===== config.mk =====
export PLATFORM = sky130hd
export DESIGN_NAME = pixel_fetch_engine
export DESIGN_NICKNAME = d
export VERILOG_FILES = /design/src/rtl/pixel_fetch_engine.sv
export SDC_FILE = /design/constraint.sdc
export NUM_CORES = 1
export LEC_CHECK = 0
export ABC_AREA = 1
export CORE_MARGIN = 5
export CORE_UTILIZATION = 50
export DETAILED_ROUTE_END_ITERATION = 10
export GPL_ROUTABILITY_DRIVEN = 0
export PLACE_DENSITY = 0.86
export SLEW_MARGIN = 15
export SYNTH_ARGS = -nofsm -noshare
export SYNTH_HDL_FRONTEND = slang
export SYNTH_SLANG_ARGS = --single-unit

===== constraint.sdc =====
create_clock -name i_clk -period 5.1 [get_ports i_clk]
set_clock_uncertainty 0.1 [all_clocks]
set_input_delay 0.51 -clock i_clk [delete_from_list [all_inputs] [get_ports i_clk]]
set_output_delay 0.51 -clock i_clk [all_outputs]
set_load 0.03 [all_outputs]

===== src/rtl/pixel_fetch_engine.sv =====
`timescale 1ns/1ps
// pixel_fetch_engine: fetches one pixel column from every subpanel
// through a fixed-latency RAM and publishes the full set atomically.
module pixel_fetch_engine #(
  parameter int SUBPANELS      = 2,
  parameter int ROW_BITS       = 4,
  parameter int COL_BITS       = 6,
  parameter int PIXEL_WIDTH    = 16,
  parameter int RAM_LATENCY    = 2,
  parameter int MIRROR_COLUMNS = 1,
  localparam int SB = (SUBPANELS > 1) ? $clog2(SUBPANELS) : 1,
  localparam int AW = SB + ROW_BITS + COL_BITS
) (
  input  logic                             i_clk,
  input  logic                             i_reset,
  input  logic [COL_BITS-1:0]              i_column_address,
  input  logic [ROW_BITS-1:0]              i_row_address,
  input  logic                             i_start,
  input  logic [PIXEL_WIDTH-1:0]           i_ram_data_in,
  output logic [AW-1:0]                    o_ram_address,
  output logic                             o_ram_clk_enable,
  output logic                             o_ram_reset,
  output logic                             o_busy,
  output logic                             o_done,
  output logic [SUBPANELS*PIXEL_WIDTH-1:0] o_pixels_out
);

  localparam int WB = $clog2(RAM_LATENCY + 1);
  localparam int PW = SUBPANELS * PIXEL_WIDTH;
  localparam logic [SB-1:0] K_LAST = SB'(SUBPANELS - 1);
  localparam logic [WB-1:0] W_LAST = WB'(RAM_LATENCY);

  typedef enum logic [1:0] {
    S_IDLE,
    S_FETCH,
    S_DONE
  } state_t;

  state_t                 r_state;
  state_t                 w_next_state;
  logic [SB-1:0]          r_k;
  logic [WB-1:0]          r_w;
  logic [ROW_BITS-1:0]    r_row;
  logic [COL_BITS-1:0]    r_col;
  logic [AW-1:0]          r_addr;
  logic [PIXEL_WIDTH-1:0] r_shadow [SUBPANELS];
  logic [PW-1:0]          r_pixels;
  logic [PW-1:0]          w_pixels;

  logic                   w_accept;
  logic                   w_capture;
  logic                   w_last_k;
  logic [SB-1:0]          w_k_inc;
  logic [COL_BITS-1:0]    w_in_col;
  logic [COL_BITS-1:0]    w_lat_col;

  assign w_accept  = (r_state == S_IDLE) && i_start;
  assign w_capture = (r_state == S_FETCH) && (r_w == W_LAST);
  assign w_last_k  = (r_k == K_LAST);
  assign w_k_inc   = r_k + 1'b1;

  // Panel scan order may run right-to-left; fold that into the column field.
  assign w_in_col  = (MIRROR_COLUMNS != 0) ? ~i_column_address : i_column_address;
  assign w_lat_col = (MIRROR_COLUMNS != 0) ? ~r_col : r_col;

  // State register.
  always_ff @(posedge i_clk or posedge i_reset) begin
    if (i_reset) begin
      r_state <= S_IDLE;
    end else begin
      r_state <= w_next_state;
    end
  end

  // Next-state logic: one pass over all subpanels, then a single done cycle.
  always_comb begin
    w_next_state = r_state;
    unique case (r_state)
      S_IDLE: begin
        if (i_start) begin
          w_next_state = S_FETCH;
        end
      end
      S_FETCH: begin
        if (w_capture && w_last_k) begin
          w_next_state = S_DONE;
        end
      end
      S_DONE: begin
        w_next_state = S_IDLE;
      end
      default: begin
        w_next_state = S_IDLE;
      end
    endcase
  end

  // Subpanel index and RAM wait counters.
  always_ff @(posedge i_clk or posedge i_reset) begin
    if (i_reset) begin
      r_k <= '0;
      r_w <= '0;
    end else if (w_accept) begin
      r_k <= '0;
      r_w <= '0;
    end else if (w_capture) begin
      r_w <= '0;
      r_k <= w_last_k ? '0 : w_k_inc;
    end else if (r_state == S_FETCH) begin
      r_w <= r_w + 1'b1;
    end
  end

  // Request latch and RAM address; address moves only on start or capture.
  always_ff @(posedge i_clk or posedge i_reset) begin
    if (i_reset) begin
      r_row  <= '0;
      r_col  <= '0;
      r_addr <= '0;
    end else if (w_accept) begin
      r_row  <= i_row_address;
      r_col  <= i_column_address;
      r_addr <= {SB'(0), i_row_address, w_in_col};
    end else if (w_capture && !w_last_k) begin
      r_addr <= {w_k_inc, r_row, w_lat_col};
    end
  end

  // Shadow slots collect words until the whole column is in hand.
  always_ff @(posedge i_clk or posedge i_reset) begin
    if (i_reset) begin
      for (int i = 0; i < SUBPANELS; i++) begin
        r_shadow[i] <= '0;
      end
    end else begin
      for (int i = 0; i < SUBPANELS; i++) begin
        if (w_capture && (r_k == SB'(i))) begin
          r_shadow[i] <= i_ram_data_in;
        end
      end
    end
  end

  // Completed set: shadow slots, with the word arriving this edge bypassed in.
  always_comb begin
    w_pixels = '0;
    for (int i = 0; i < SUBPANELS; i++) begin
      w_pixels[i*PIXEL_WIDTH +: PIXEL_WIDTH] =
        (r_k == SB'(i)) ? i_ram_data_in : r_shadow[i];
    end
  end

  // Published pixels change only on the final capture edge.
  always_ff @(posedge i_clk or posedge i_reset) begin
    if (i_reset) begin
      r_pixels <= '0;
    end else if (w_capture && w_last_k) begin
      r_pixels <= w_pixels;
    end
  end

  assign o_ram_address    = r_addr;
  assign o_busy           = (r_state == S_FETCH);
  assign o_done           = (r_state == S_DONE);
  assign o_ram_clk_enable = o_busy;
  assign o_ram_reset      = i_reset;
  assign o_pixels_out     = r_pixels;

endmodule


-- Word-level counts from Yosys, hierarchy flattened
Cells that the tools add are included.
- reduce and logical (&&, ||, !) cells: 11
- eq/ne operators: 5
- muxes and demuxes: 13
- shift-type cells: 0
- $lt $le $gt $ge: 0
- $add $sub $neg: 2
- divide/modulo/power cells: 0
- bitwise operators: 3
- multipliers: 0
- operators by type and width (kind ; count):
    $mux W16 ; 2
    $mux W11 ; 2
    $not A6 Y6 ; 2
    $mux W2 ; 5
    $logic_and A1 B1 Y1 ; 5
    $eq A2 B2 Y1 const B ; 2
    $pmux W2 S2 ; 1
    $reduce_bool A2 Y1 ; 2
    $mux W1 ; 3
    $reduce_bool A3 Y1 ; 1
    $add A2 B1 Y2 const B ; 1
    $eq A2 B1 Y1 const B ; 1
    $logic_not A2 Y1 ; 1
    $ne A2 B1 Y1 const B ; 1
    $ne A2 B2 Y1 const B ; 1
    $reduce_and A2 Y1 ; 1
    $add A1 B1 Y1 const B ; 1
    $logic_not A1 Y1 ; 1
    $not A1 Y1 ; 1
- word-level logic and storage cells: 43
- memories: 0
- output and inout bits: 47
- memory bits (read-only): 0
- register bits after elaboration: 90
- latch bits: 0
- RAM bits: 0
- input port bits: 29

-- Longest topological paths before layout
- depth in word-level cells: 5
- gate-level depth with buffers: 7

-- Least setup slack after synthesis
Ideal clock, no wire load.
- kind: flip-flop to output port
- start point: register r_state[1]
- end point: output port o_ram_clk_enable
- data arrival time: 0.953 ns
- data required time: 4.490 ns
- cell stages (with the launch flop): 3
- slack: 3.537 ns
- path through: dfrtp_1 nor2_4 buf_4
- word-level cells in the longest chain between the ends: 1
- RTL lines (element ; line ; source):
    start: declaration ; 39 ; state_t r_state;
    start signal: assignment ; 71 ; r_state <= w_next_state;
    $eq A2 B1 Y1 ; 163 ; assign o_busy = (r_state == S_FETCH);
    end: declaration ; 21 ; output logic o_ram_clk_enable,
Every way passes these cells.

-- Final worst setup path
- start point: register r_state[0]
- end point: register r_addr[8], in the netlist o_ram_address[8]
- word-level cells in the longest chain between the ends: 4
- elaborated cells between the ends (all ways): 7
- classes of those cells: 1 x eq/ne; 1 x mux; 5 x reduce/logical
- RTL lines (element ; line ; source):
    $eq A2 B1 Y1 ; 58 ; assign w_capture = (r_state == S_FETCH) && (r_w == W_LAST);
    $logic_and A1 B1 Y1 ; 58 ;
    $logic_and A1 B1 Y1 ; 124 ; end else if (w_capture && !w_last_k) begin
    $reduce_bool A2 Y1 (no source line) ; - ;
    end signal: assignment ; 123 ; r_addr <= {SB'(0), i_row_address, w_in_col};
    end signal: assignment ; 125 ; r_addr <= {w_k_inc, r_row, w_lat_col};
    end: declaration ; 45 ; logic [AW-1:0] r_addr;
Several ways; a longest one is shown, not always the timed one.
A chain may end at the register's enable or synchronous reset.

==> reports/results.ini <==
[clock_network]
post_cts_hold_buffer_count=0
cts_sinks=74
worstSkewPairLatency_ns=0.34
cts_tree=built
cts_repair_resize_count=0
cts_setup_buffers=0
deepest_level_of_the_cts_h_tree=3
numCtsBuffers=9
clk_root_buffer_cell=sky130_fd_sc_hd__clkbuf_8
clkTransAtPathRegs_ns=0.07
ctsLongestPathBuffers=2

[yosys]
synth.net_count=349
synth-seq-cells=74
synth.yosys.seq_area_share_pct=63.1
yosys.area_share.adder_pct=0
count_of_flip_flops_with_a_built_in_enable_after_synthesis=0
ys_types=20
synth_compound_area_share_pct=6.14
synth_flop_cell=sky130_fd_sc_hd__dfrtp_1
netlist_instances=320
synth_mux_area_share_pct=0
synthSimpleGateAreaFrac_pct=22.9
syn_area_um2=2930
ys_async_sr_fraction_pct=100
synthesis_warning_total=0
avg_synthesized_cell_area_um2=9.17
xor_and_xnor_area_share_after_synthesis_pct=0
synth_top_family_by_area=simple AND/OR/NAND/NOR gates

[floorplan]
die_height_um=86.6
initial_utilization_pct=52.3
boundaryPins=76
placeableCoreArea_um2=5610
rows=27
die_w_um=86.6
die_area_um2=7500

[sta]
finalHoldViolCount=0
min_period_over_period_pct=46.6
grt_setup_unrepaired=no
final.setup.tns_ns=0
maxSlewViolCount=0
worst_slew_pin_slew_ns=0.817
report.final.setup_viol=0
hold_slack_ns=0.371
max_clock_freq_mhz=421
final.min_clock_period_ns=2.38
maxSlewHeadroom_pct=45.4

[power]
clkPwrFrac_pct=14.8
p_switching_mw=1.09
power_report.internal_total_mw=1.53
share_comb_of_total_power_pct=46.0
power.sequential.fraction_pct=39.1
netSwitchingFraction_pct=41.6
power_density_nw_per_um2=679
max-vdd-ir-drop_mv=0.361
leakagePower_nw=1.96

[critical_path]
criticalPathCategory=flop to flop
delay_of_the_slowest_critical_path_stage_ns=0.69
crit_arrival_ns=2.56
worstSetupEndpointType=flop
crit_top_cell=sky130_fd_sc_hd__nand2_1
critical_path_required_ns=5.28
startpoint_type=flop
worst-r2r-setup-slack_ns=2.72
worstRegToRegCells=5
critPathCapture=o_ram_address[8]
timing.critical_path.from=r_state[0]
worstSetupPathDepth=5
cell_family_with_most_cp_delay=simple AND/OR/NAND/NOR gates
path_buf_inv=0
timing.critical_path.cells=nor2_1 -> nand2_1 -> nand2_2 -> nand2_1 -> nand2_1
worst-path-max-fanout=27
r2r-start=r_state[0]
timing.critical_path.slowest_stage_cell=sky130_fd_sc_hd__nand2_1
worst_r2r_endpoint=o_ram_address[8]

[route]
vias=2303
mean_number_of_vias_per_cell=4.95
routed_wire_length_per_instance_um=13.8
drc_violation_count_after_routing=0
drtPass1Iterations=4
first_drt_iteration_drcs=138
routed_wirelength_um=6410
drtAntennaViolNets=0

[placement]
io_buffers=75
dpl.hpwl_um=4400

[cells_and_area]
fillerInstances=459
drive_gt1_share_pct=5.60
antenna-diode-count=0
num-nets-final=417
synthToLayoutAreaGrowth_pct=31.2

[global_route]
maximum_number_of_pins_on_one_net_before_global_route_repair=51
grt_pass1_vias=2370
gr-total-overflow=0
antenna_found_initial=0
global_route_wire_length_before_repair_um=10900
grt_util_all_layers_pct=18.9

[flow_run]
drv_cap=0

[outcome]
run_status=completed

[worst_hold_path]
min_path_type=flop to flop

[state kept, by name, summed over array words and instances (netlist names)]
name,flops
o_pixels_out,32
o_ram_address,11
r_col,6
r_shadow,16
r_row,4
r_k,1
r_state,2
r_w,2
[placed cells by master, fill, tap and decap left out, types with 4 or more instances in the layout]
cell	instances
sky130_fd_sc_hd__nand3_1	14
sky130_fd_sc_hd__nand3b_1	6
sky130_fd_sc_hd__o21ai_0	18
sky130_fd_sc_hd__o21ai_1	16
sky130_fd_sc_hd__clkinv_2	4
sky130_fd_sc_hd__nand2_1	126
sky130_fd_sc_hd__clkbuf_8	10
sky130_fd_sc_hd__inv_1	32
sky130_fd_sc_hd__clkdlybuf4s50_1	75
sky130_fd_sc_hd__dfrtp_1	74
[through the flow]
step	util [%]	setup WS [ns]	cell area, um2	instances	power [mW]
after floorplan	-	2.61	2930	320	1.76
after CTS	68.6	2.72	3850	465	2.64
after global routing	68.6	2.44	3850	465	2.79
final	68.6	2.72	3850	465	2.61
after detailed placement	65.7	2.57	3680	449	2.24
after global placement	65.7	2.68	3680	449	2.20
[metal layers]
| metal | global-route usage [%] | routed length, um | vias to the layer above | part of all wire (%) |
|---|---|---|---|---|
| met4 | 9.92 | 165 | 0 | 2.6 |
| met5 | 0 | 0 | - | 0 |
| met3 | 3.90 | 290 | 13 | 4.5 |
| li1 | - | - | 1117 | - |
| met1 | 22.7 | 2590 | 1117 | 40 |
| met2 | 31.9 | 3360 | 56 | 52 |
[final cells by class]
cell class              count  area (um2)  area share [%]
flip-flops and latches     74        1850            48.1
multi-input cells         192         851            22.1
repair buffers             76         758            19.7
clock buffers              13         149            3.87
inverters                  35         133            3.45
well taps                  72        90.1            2.34
clock inverters             3        15.0           0.390
[worst min path at each step]
stage                       from                to  depth (start not counted)
floorplan               r_row[0]          r_row[0]                          2
global placement    r_shadow[24]   o_pixels_out[8]                          2
detailed placement  r_shadow[17]   o_pixels_out[1]                          2
CTS                 r_shadow[17]   o_pixels_out[1]                          2
global route        r_shadow[26]  o_pixels_out[10]                          2
finish              r_shadow[17]   o_pixels_out[1]                          2
[synth_stat cells, types with 2 or more instances]
library cell               instances  area, um2
sky130_fd_sc_hd__nand3b_1          6       45.0
sky130_fd_sc_hd__nand2_1         126        473
sky130_fd_sc_hd__nand4_1           2       12.5
sky130_fd_sc_hd__o21ai_1          16       80.1
sky130_fd_sc_hd__buf_2             9       45.0
sky130_fd_sc_hd__buf_4             2       15.0
sky130_fd_sc_hd__o21ai_0          18       90.1
sky130_fd_sc_hd__nor2_1            3       11.3
sky130_fd_sc_hd__nand3_1          14       70.1
sky130_fd_sc_hd__dfrtp_1          74       1850
sky130_fd_sc_hd__inv_1            33        124
sky130_fd_sc_hd__clkbuf_1          7       26.3
sky130_fd_sc_hd__nand3_4           2       35.0
sky130_fd_sc_hd__a21oi_1           2       10.0
[tightest hold or removal path, stage by stage, from the launching register on]
cell	delay [ns]
sky130_fd_sc_hd__dfrtp_1	0.34
sky130_fd_sc_hd__nand2_1	0.05
sky130_fd_sc_hd__nand2_1	0.05
[power groups by stage]
stage	clock network [mW]	logic [mW]	registers, mW
5_1_grt	0.418	1.31	1.06
4_1_cts	0.394	1.22	1.02
6_report	0.388	1.20	1.02
2_1_floorplan	0	0.432	1.33
3_3_place_gp	0	1.18	1.02
3_5_place_dp	0	1.21	1.03
[cells by family (layout without fill, tap and decap cells)]
logic type,after synthesis,after routing
compound gates,36,36
buf+inv,54,127
simple gates,156,156
flops,74,74
Note: power is estimated with default switching activity, not from simulation.
